==> src/rtl/uart_pkg.sv <==
// Shared constants for the UART receive slice: parity mode codes, the
// receiver FSM encoding and the 2-of-3 majority vote used for bit sampling.
package uart_pkg;

    localparam int PARITY_NONE = 0;
    localparam int PARITY_ODD  = 1;
    localparam int PARITY_EVEN = 2;

    typedef enum logic [2:0] {
        IDLE   = 3'd0,
        START  = 3'd1,
        DATA   = 3'd2,
        PARITY = 3'd3,
        STOP   = 3'd4
    } rx_state_e;

    function automatic logic majority3(input logic a, input logic b, input logic c);
        return (a & b) | (a & c) | (b & c);
    endfunction

endpackage

==> src/rtl/uart_rx_fifo.sv <==
// First-word-fall-through receive FIFO; a push into a full FIFO is dropped and
// reported with a one-cycle overrun pulse unless a pop frees the slot that cycle.
module uart_rx_fifo
    import uart_pkg::*;
#(
    parameter int WIDTH = 10,
    parameter int DEPTH = 4
) (
    input  logic             clk_i,
    input  logic             rst_i,
    input  logic             push_i,
    input  logic [WIDTH-1:0] wdata_i,
    input  logic             pop_i,
    output logic [WIDTH-1:0] rdata_o,
    output logic             valid_o,
    output logic             overrun_o
);

    localparam int AW = $clog2(DEPTH);

    logic [WIDTH-1:0] mem_q [DEPTH];
    logic [AW:0]      wptr_q, wptr_d;
    logic [AW:0]      rptr_q, rptr_d;
    logic             overrun_q, overrun_d;
    logic             empty, full;
    logic             do_pop, do_push;

    // The extra pointer MSB distinguishes full from empty when the indices match.
    assign empty   = (wptr_q == rptr_q);
    assign full    = (wptr_q[AW] != rptr_q[AW]) && (wptr_q[AW-1:0] == rptr_q[AW-1:0]);
    assign do_pop  = pop_i & ~empty;
    assign do_push = push_i & (~full | do_pop);

    always_comb begin
        wptr_d    = wptr_q;
        rptr_d    = rptr_q;
        overrun_d = push_i & full & ~do_pop;
        if (do_push) begin
            wptr_d = wptr_q + 1'b1;
        end
        if (do_pop) begin
            rptr_d = rptr_q + 1'b1;
        end
    end

    always_ff @(posedge clk_i or posedge rst_i) begin
        if (rst_i) begin
            wptr_q    <= '0;
            rptr_q    <= '0;
            overrun_q <= 1'b0;
        end else begin
            wptr_q    <= wptr_d;
            rptr_q    <= rptr_d;
            overrun_q <= overrun_d;
        end
    end

    always_ff @(posedge clk_i) begin
        if (do_push) begin
            mem_q[wptr_q[AW-1:0]] <= wdata_i;
        end
    end

    assign rdata_o   = empty ? '0 : mem_q[rptr_q[AW-1:0]];
    assign valid_o   = ~empty;
    assign overrun_o = overrun_q;

endmodule

==> src/rtl/uart_rx_param.sv <==
// Parameterised UART receiver: synchronised line, majority-voted mid-bit
// sampling, optional parity, and a FWFT word FIFO carrying per-word error flags.
module uart_rx_param
    import uart_pkg::*;
#(
    parameter int CLK_DIV     = 25,
    parameter int DATA_BITS   = 8,
    parameter int PARITY_MODE = 0,
    parameter int FIFO_DEPTH  = 4
) (
    input  logic                 sys_clk,
    input  logic                 sys_rst,
    input  logic                 uart_rxd,
    output logic [DATA_BITS-1:0] rx_data,
    output logic                 rx_parity_err,
    output logic                 rx_frame_err,
    output logic                 rx_valid,
    input  logic                 rx_ready,
    output logic                 rx_overrun
);

    localparam int CW  = $clog2(CLK_DIV);
    localparam int MID = CLK_DIV / 2;
    localparam int FW  = DATA_BITS + 2;

    localparam logic [CW-1:0] CNT_LAST = CW'(CLK_DIV - 1);
    localparam logic [CW-1:0] CNT_S0   = CW'(MID - 1);
    localparam logic [CW-1:0] CNT_S1   = CW'(MID);
    localparam logic [CW-1:0] CNT_DEC  = CW'(MID + 1);
    localparam logic [2:0]    BIT_LAST = 3'(DATA_BITS - 1);
    localparam logic          ODD_SEL  = (PARITY_MODE == PARITY_ODD);
    localparam logic          HAS_PAR  = (PARITY_MODE != PARITY_NONE);

    rx_state_e            state_q, state_d;
    logic [CW-1:0]        cnt_q, cnt_d;
    logic [2:0]           bit_q, bit_d;
    logic [1:0]           samp_q, samp_d;
    logic [DATA_BITS-1:0] data_q, data_d;
    logic                 perr_q, perr_d;
    logic                 sync1_q, sync2_q, prev_q;
    logic                 rxd_s;
    logic                 maj;
    logic                 decide;
    logic                 bit_end;
    logic                 push;
    logic                 frame_err;
    logic [FW-1:0]        fifo_wdata;
    logic [FW-1:0]        fifo_rdata;

    // Synchroniser and edge history idle high so reset never fakes a start edge.
    always_ff @(posedge sys_clk or posedge sys_rst) begin
        if (sys_rst) begin
            sync1_q <= 1'b1;
            sync2_q <= 1'b1;
            prev_q  <= 1'b1;
        end else begin
            sync1_q <= uart_rxd;
            sync2_q <= sync1_q;
            prev_q  <= sync2_q;
        end
    end

    assign rxd_s   = sync2_q;
    assign maj     = majority3(samp_q[0], samp_q[1], rxd_s);
    assign decide  = (cnt_q == CNT_DEC);
    assign bit_end = (cnt_q == CNT_LAST);

    always_comb begin
        state_d   = state_q;
        cnt_d     = cnt_q;
        bit_d     = bit_q;
        samp_d    = samp_q;
        data_d    = data_q;
        perr_d    = perr_q;
        push      = 1'b0;
        frame_err = 1'b0;

        if (state_q != IDLE) begin
            cnt_d = bit_end ? '0 : cnt_q + 1'b1;
            if (cnt_q == CNT_S0) begin
                samp_d[0] = rxd_s;
            end
            if (cnt_q == CNT_S1) begin
                samp_d[1] = rxd_s;
            end
        end

        case (state_q)
            IDLE: begin
                cnt_d = '0;
                if (prev_q && !rxd_s) begin
                    state_d = START;
                    bit_d   = '0;
                    perr_d  = 1'b0;
                end
            end
            START: begin
                // A start bit that votes high at mid-bit was a glitch.
                if (decide && maj) begin
                    state_d = IDLE;
                    cnt_d   = '0;
                end else if (bit_end) begin
                    state_d = DATA;
                    bit_d   = '0;
                end
            end
            DATA: begin
                if (decide) begin
                    data_d = {maj, data_q[DATA_BITS-1:1]};
                end
                if (bit_end) begin
                    if (bit_q == BIT_LAST) begin
                        state_d = HAS_PAR ? PARITY : STOP;
                    end else begin
                        bit_d = bit_q + 1'b1;
                    end
                end
            end
            PARITY: begin
                if (decide) begin
                    perr_d = ((^data_q) ^ maj) != ODD_SEL;
                end
                if (bit_end) begin
                    state_d = STOP;
                end
            end
            STOP: begin
                // Leaving at mid-stop gives a back-to-back start bit a clean edge.
                if (decide) begin
                    push      = 1'b1;
                    frame_err = ~maj;
                    state_d   = IDLE;
                    cnt_d     = '0;
                end
            end
            default: begin
                state_d = IDLE;
                cnt_d   = '0;
            end
        endcase
    end

    always_ff @(posedge sys_clk or posedge sys_rst) begin
        if (sys_rst) begin
            state_q <= IDLE;
            cnt_q   <= '0;
            bit_q   <= '0;
            samp_q  <= '0;
            data_q  <= '0;
            perr_q  <= 1'b0;
        end else begin
            state_q <= state_d;
            cnt_q   <= cnt_d;
            bit_q   <= bit_d;
            samp_q  <= samp_d;
            data_q  <= data_d;
            perr_q  <= perr_d;
        end
    end

    assign fifo_wdata = {frame_err, perr_q, data_q};

    uart_rx_fifo #(
        .WIDTH (FW),
        .DEPTH (FIFO_DEPTH)
    ) u_fifo (
        .clk_i     (sys_clk),
        .rst_i     (sys_rst),
        .push_i    (push),
        .wdata_i   (fifo_wdata),
        .pop_i     (rx_ready),
        .rdata_o   (fifo_rdata),
        .valid_o   (rx_valid),
        .overrun_o (rx_overrun)
    );

    assign {rx_frame_err, rx_parity_err, rx_data} = fifo_rdata;

endmodule

==> config.mk <==
export PLATFORM = sky130hd
export DESIGN_NAME = uart_rx_param
export DESIGN_NICKNAME = d
export VERILOG_FILES = /design/src/rtl/uart_pkg.sv /design/src/rtl/uart_rx_fifo.sv /design/src/rtl/uart_rx_param.sv
export SDC_FILE = /design/constraint.sdc
export NUM_CORES = 1
export LEC_CHECK = 0
export BUFFER_PORTS_ARGS = -buffer_cell sky130_fd_sc_hd__buf_2
export CAP_MARGIN = 20
export CORE_MARGIN = 2
export CORE_UTILIZATION = 47
export DETAILED_ROUTE_END_ITERATION = 10
export PLACE_DENSITY = 0.66
export SYNTH_ARGS = -nofsm -noshare
export SYNTH_HDL_FRONTEND = slang
export SYNTH_SLANG_ARGS = --single-unit
export TNS_END_PERCENT = 10
==> constraint.sdc <==
create_clock -name sys_clk -period 1.67 [get_ports sys_clk]
set_input_delay 0.2505 -clock sys_clk [delete_from_list [all_inputs] [get_ports sys_clk]]
set_output_delay 0.2505 -clock sys_clk [all_outputs]
set_load 0.1 [all_outputs]
==> flow_metrics.py, run 1 <==
metrics = {
    "grt": {
        "grt_pass1_vias": 1840,
        "grt_first_pass_wirelength_um": 8963,
        "grt_start_max_net_pins": 33,
        "grt_use_total_pct": 15.97,
        "grt_antenna_before_repair": 0,
        "gr-total-overflow": 0,
    },
    "setup_path": {
        "cpPeakStageDelay_ps": 500,
        "path_max_fanout": 8,
        "cp-start-kind": "register",
        "r2r_end": "bit_q[0]",
        "crit_chain": "buf_6, mux4_2, and2_4, buf_12",
        "arrival_ps": 1730,
        "r2r_start": "cnt_q[0]",
        "r2r_cells": 6,
        "worst_setup_path_end_kind": "primary output",
        "worst_ep_required_time_ps": 1420,
        "r2r_slack_ps": -40,
        "crit_type": "reg -> out",
        "worst_path_max_delay_cell": "mux4_2",
        "cpLargestDelayFamily": "multiplexers",
        "critPathBufInv": 2,
    },
    "cells_and_area": {
        "final_nets": 266,
        "n_antenna_cell": 0,
        "mostFrequentLayoutCells": "edfxtp_1 (40), dfrtp_1 (28), buf_4 (17)",
        "fillers": 512,
        "final_common_cell": "edfxtp_1",
        "drive_gt1_share_pct": 41.25,
        "area_delta_synth_final_pct": 24.65,
    },
    "status": {
        "run_status": "finished, violations left",
        "violations": "negative setup slack",
    },
    "drt": {
        "drc": 0,
        "via_count": 1753,
        "drt-initial-drc-count": 94,
        "ant_nets": 0,
        "wl_per_cell_um": 15.34,
        "dr.pass1.iters": 4,
        "vias_per_cell": 5.202,
        "drt_wl_total_um": 5170,
    },
    "hold_path": {
        "whs_endpoint": "u_fifo.rptr_q[2]",
        "min_from": "rx_ready",
        "min_path_type": "in -> reg",
        "whs_path_depth": 3,
    },
    "placed_design": {
        "place.gp.congestion": 0.7603,
        "io_buffers": 15,
        "preCtsSetupSlack_ps": -29.80,
        "dp_hpwl_um": 3645,
    },
    "synthesis": {
        "syn_inst": 208,
        "yosysSeqAreaShare_pct": 61.54,
        "ys_warn_count": 0,
        "avgSynthCellArea_um2": 15.67,
        "synth-seq-cells": 72,
        "ys_types": 47,
        "syn_nets": 222,
        "ys.flop_type": "edfxtp_1",
        "synth_area_mm2": 0.003259,
        "synthArstFlopShare_pct": 44.44,
        "synth-edff-count": 40,
    },
    "clock_tree": {
        "clk_pin_slew_ps": 70,
        "clk_latency_ps": 340,
        "htreeDepth": 3,
        "cts_root_buf": "clkbuf_8",
        "clockBufferDepth": 2,
        "cts.sinks": 72,
        "tritoncts": "yes",
        "cts_made_buffers": 9,
    },
    "floorplanning": {
        "io_pins": 16,
        "num_rows": 30,
        "dieArea_mm2": 0.007617,
        "die_h_um": 87.28,
        "dieWidth_um": 87.28,
        "initial_core_util_pct": 48.24,
        "fp.coreArea_mm2": 0.006756,
    },
    "power_and_ir_drop": {
        "seq_power_share_pct": 35.9,
        "p_leak_uw": 0.001627,
        "switching_share_pct": 35.40,
        "ir_worst_vdd_uv": 701.2,
        "p_clk_share_pct": 22.8,
        "p_per_area_mw_per_mm2": 1462,
        "p_int_uw": 3837,
        "power.switching_uw": 2102,
        "combPwrFrac_pct": 41.3,
    },
    "timing": {
        "clock.fmax_mhz": 505.8,
        "hold_violations": 0,
        "whs_ps": 213.0,
        "setup_viol": 12,
        "worst_slew_pin_slew_ps": 502.0,
        "slew-limit-headroom_pct": 66.25,
        "fin_ws_ps": -307.0,
        "rsz0062_at_grt": "true",
        "finClkSkew_ps": 6.407,
        "min_period_ps": 1977,
        "final.period_utilization_pct": 118.4,
        "report.final.slew_viol_count": 0,
    },
    "run": {
        "max_cap_viol_count": 0,
    },
}
-- metal layers --
layer	up-vias	share of wire, %	GRT usage [%]
met1	865	45	20.96
met5	-	0	0
met3	10	2.7	4.265
met2	25	51	25.41
met4	0	1.8	6.294
li1	853	-	-
-- cells by family (layout without fill, tap and decap cells) --
group	count (synthesis)	in the layout	share of synthesized area [%]
AOI/OAI and AO/OA	13	13	3.455
DFF	72	72	61.54
muxes	24	24	12.59
xor gates and xnor gates	17	17	5.221
and+or+nand+nor	55	55	10.40
buffers and inverters	16	65	2.648
adders and majority gates	11	11	4.146
-- worst max path at each step --
stage / start / end / depth (start not counted) / slack (ps)
after floorplan: cnt_q[1] / u_fifo.mem_q[0][0] / 6 / -5
after global placement: cnt_q[0] / bit_q[0] / 6 / -10
after detailed placement: cnt_q[0] / bit_q[0] / 6 / -30
after CTS: u_fifo.rptr_q[0] / rx_data[7] / 4 / -340
after global routing: u_fifo.rptr_q[0] / rx_data[5] / 4 / -400
final: u_fifo.rptr_q[0] / rx_data[7] / 4 / -310
-- sequential cells by signal, summed over array words and instances, names as in the netlist --
| register | cells |
|---|---|
| u_fifo.overrun_o | 1 |
| rxd_s | 1 |
| cnt_q | 5 |
| bit_q | 3 |
| perr_q | 1 |
| u_fifo.mem_q | 40 |
| data_q | 8 |
| samp_q | 2 |
| state_q | 3 |
| prev_q | 1 |
| u_fifo.rptr_q | 3 |
| sync1_q | 1 |
| u_fifo.wptr_q | 3 |
-- per-stage QoR --
stage          instances  setup TNS, ps  util (%)  area [µm²]  total power, µW
3_5_place_dp         318         -32.51     56.09        3790             4557
4_1_cts              337          -3467     59.74        4036             5994
5_1_grt              337          -6025     60.13        4063             6240
6_report             337          -3126     60.13        4063             5940
3_3_place_gp         318         -11.59     56.09        3790             4530
2_1_floorplan        208         -161.7         -        3296             3757
-- synth_stat cells (4+ instances only) --
cell       n  area, µm²
edfxtp_1  40       1201
dfrtp_1   29      725.7
xnor2_1   12      105.1
and2_1    10      62.56
ha_1      10      125.1
mux4_2    10      225.2
nor2_1    10      37.54
inv_1      8      30.03
mux2_4     8      120.1
nand3_1    7      35.03
nand2_1    5      18.77
a21oi_1    4      20.02
-- worst register-to-register path, delay by kind of cell (launching register included) --
kind / cells / cell delay [ps]
AO/OA/AOI/OAI: 1 / 210
adder cells (fa/ha/maj): 1 / 160
buffers and inverters: 1 / 80
flip-flops: 1 / 420
multiplexers: 1 / 340
AND/OR/NAND/NOR: 2 / 390
-- power by group through the flow --
stage | registers, µW | logic (µW) | clock network [µW]
finish | 2130 | 2450 | 1350
global route | 2150 | 2590 | 1500
CTS | 2130 | 2460 | 1410
detailed placement | 2160 | 2400 | 0
global placement | 2160 | 2370 | 0
floorplan | 2140 | 1610 | 0
-- cell type report --
type / count / area, µm² / share of cell area (%)
well taps: 80 / 100.1 / 2.464
repair buffers: 41 / 501.7 / 12.35
flip-flops and latches: 72 / 2007 / 49.40
clock buffers: 11 / 141.4 / 3.480
inverters: 8 / 30.03 / 0.7391
clock inverters: 5 / 57.56 / 1.417
multi-input cells: 120 / 1225 / 30.15
-- timing repair --
item | 4_1_cts | 5_1_grt
setup endpoints to repair | 15 | 74
pin swaps | 3 | 2
gates resized for setup | 5 | 7
hold buffers | 2 | 0
hold endpoints to repair | 30 | 0
cloned | 0 | 0
buffers inserted | 1 | 0
(Power assumes the default switching activity.)
==> run 2: changes to the inputs <==
--- a/config.mk
+++ b/config.mk
@@ -10,7 +10,6 @@
 export CORE_MARGIN = 2
 export CORE_UTILIZATION = 47
 export DETAILED_ROUTE_END_ITERATION = 10
-export PLACE_DENSITY = 0.66
 export SYNTH_ARGS = -nofsm -noshare
 export SYNTH_HDL_FRONTEND = slang
 export SYNTH_SLANG_ARGS = --single-unit
==> constraint.sdc (replaced) <==
create_clock -name sys_clk -period 1.83 [get_ports sys_clk]
set_input_delay 0.2745 -clock sys_clk [delete_from_list [all_inputs] [get_ports sys_clk]]
set_output_delay 0.2745 -clock sys_clk [all_outputs]
set_load 0.1 [all_outputs]
==> flow_metrics.py, run 2 (synthesized netlist as in run 1, its figures left out) <==
metrics = {
    "status": {
        "run_status": "finished, violations left",
        "violations": "negative setup slack",
    },
    "clock_tree": {
        "clk_pin_slew_ps": 80,
        "cts.sinks": 72,
        "htreeDepth": 3,
        "clk_latency_ps": 340,
        "tritoncts": "yes",
        "cts_hold_buf": 0,
        "cts_made_buffers": 9,
        "clockBufferDepth": 2,
        "cts_root_buf": "clkbuf_8",
    },
    "drt": {
        "dr.pass1.iters": 4,
        "wl_per_cell_um": 16.99,
        "drc": 0,
        "via_count": 1756,
        "ant_nets": 0,
        "drt-initial-drc-count": 131,
        "vias_per_cell": 5.470,
        "drt_wl_total_um": 5455,
    },
    "setup_path": {
        "r2r_slack_ps": 60,
        "cp-start-kind": "register",
        "r2r_cells": 6,
        "r2r_end": "bit_q[0]",
        "crit_type": "reg -> out",
        "worst_setup_path_end_kind": "primary output",
        "path_max_fanout": 8,
        "r2r_start": "bit_q[0]",
        "arrival_ps": 1730,
        "worst_ep_required_time_ps": 1560,
    },
    "timing": {
        "finClkSkew_ps": 6.750,
        "clock.fmax_mhz": 498.3,
        "rsz0062_at_grt": "true",
        "final.period_utilization_pct": 109.7,
        "fin_ws_ps": -176.6,
        "min_period_ps": 2007,
        "hold_violations": 0,
        "slew-limit-headroom_pct": 67.98,
        "report.final.slew_viol_count": 0,
        "worst_slew_pin_slew_ps": 483.6,
        "whs_ps": 4.269,
        "setup_viol": 10,
    },
    "placed_design": {
        "io_buffers": 15,
        "preCtsSetupSlack_ps": 53.55,
        "place.gp.congestion": 0.8947,
        "dp_hpwl_um": 3829,
        "dp.cells": 304,
    },
    "cells_and_area": {
        "final_core_util_pct": 57.67,
        "largest_reg_flops": 40,
        "n_antenna_cell": 0,
        "final_common_cell": "edfxtp_1",
        "area_delta_synth_final_pct": 19.54,
        "final_nets": 250,
        "instances_no_fill": 321,
        "drive_gt1_share_pct": 38.17,
        "mostFrequentLayoutCells": "edfxtp_1 (40), dfrtp_1 (28), buf_12 (12)",
    },
    "floorplanning": {
        "num_rows": 30,
        "io_pins": 16,
        "die_h_um": 87.28,
        "initial_core_util_pct": 48.24,
        "fp.coreArea_mm2": 0.006756,
        "dieWidth_um": 87.28,
        "dieArea_mm2": 0.007617,
    },
    "grt": {
        "gr-total-overflow": 0,
        "grt_first_pass_wirelength_um": 9011,
        "grt_use_total_pct": 16.12,
        "grt_antenna_before_repair": 0,
        "grt_start_max_net_pins": 33,
        "grt_pass1_vias": 1852,
    },
    "run": {
        "max_cap_viol_count": 0,
    },
    "power_and_ir_drop": {
        "p_per_area_mw_per_mm2": 1398,
        "ir_worst_vdd_uv": 606.9,
        "p_leak_uw": 0.001549,
    },
    "hold_path": {
        "min_path_type": "in -> async",
    },
}
run 2: cell types whose count changed in the layout (fill, tap and decap cells not counted), moves of 2 or more:
cell	delta
dlygate4sd3_1	-2
buf_4	-10
and3_2	+3
buf_12	-3
and3_4	-3
run 2: what timing repair did:
item,CTS,global route
setup buffers,1,0
pin swaps,4,7
gates resized for setup,4,3
setup endpoints to repair,11,12
run 2: worst max-delay path: stages, from the launching register on:
cell,delay [ps]
dfrtp_1,410
buf_12,160
mux4_2,500
and2_4,160
buf_12,160
run 2: worst max path at each step:
stage | depth (start not counted) | slack (ps) | to | start
detailed placement | 6 | 50 | bit_q[0] | cnt_q[0]
global placement | 6 | 120 | bit_q[0] | cnt_q[0]
global route | 4 | -230 | rx_data[4] | u_fifo.rptr_q[0]
finish | 4 | -180 | rx_data[2] | u_fifo.rptr_q[0]
floorplan | 4 | 30 | rx_data[0] | u_fifo.wptr_q[2]
CTS | 4 | -210 | rx_data[0] | u_fifo.rptr_q[0]
run 2: routing by layer:
| layer | vias to the layer above | track usage, % | part of all wire (%) |
|---|---|---|---|
| met3 | 9 | 4.076 | 3.0 |
| met4 | 0 | 7.273 | 1.9 |
| met5 | - | 0 | 0 |
| met1 | 896 | 19.87 | 43 |
| met2 | 31 | 26.79 | 52 |
| li1 | 820 | - | - |
run 2: final cells by class:
type | instances | area (µm²)
tap | 80 | 100.1
sequential | 72 | 2007
inverter | 8 | 30.03
timing repair buffer | 25 | 335.3
fill | 508 | 2860
multi-input combinational | 120 | 1205
clock inverter | 7 | 95.09
clock buffer | 9 | 123.9
run 2: power breakdown:
part | leakage [µW] | total [µW] | internal [µW] | switching (µW)
combinational | 0.000676 | 2140 | 937 | 1200
clock | 0.000111 | 1350 | 769 | 582
sequential | 0.000761 | 1960 | 1830 | 134
total | 0.00155 | 5450 | 3530 | 1920
run 2: metrics by stage:
step                setup TNS [ps]  area, µm²  total power [µW]
floorplan                        0       3286              3406
global placement                 0       3646              4046
detailed placement               0       3646              4084
CTS                          -2010       3890              5504
global route                 -2205       3896              5693
finish                       -1622       3896              5448
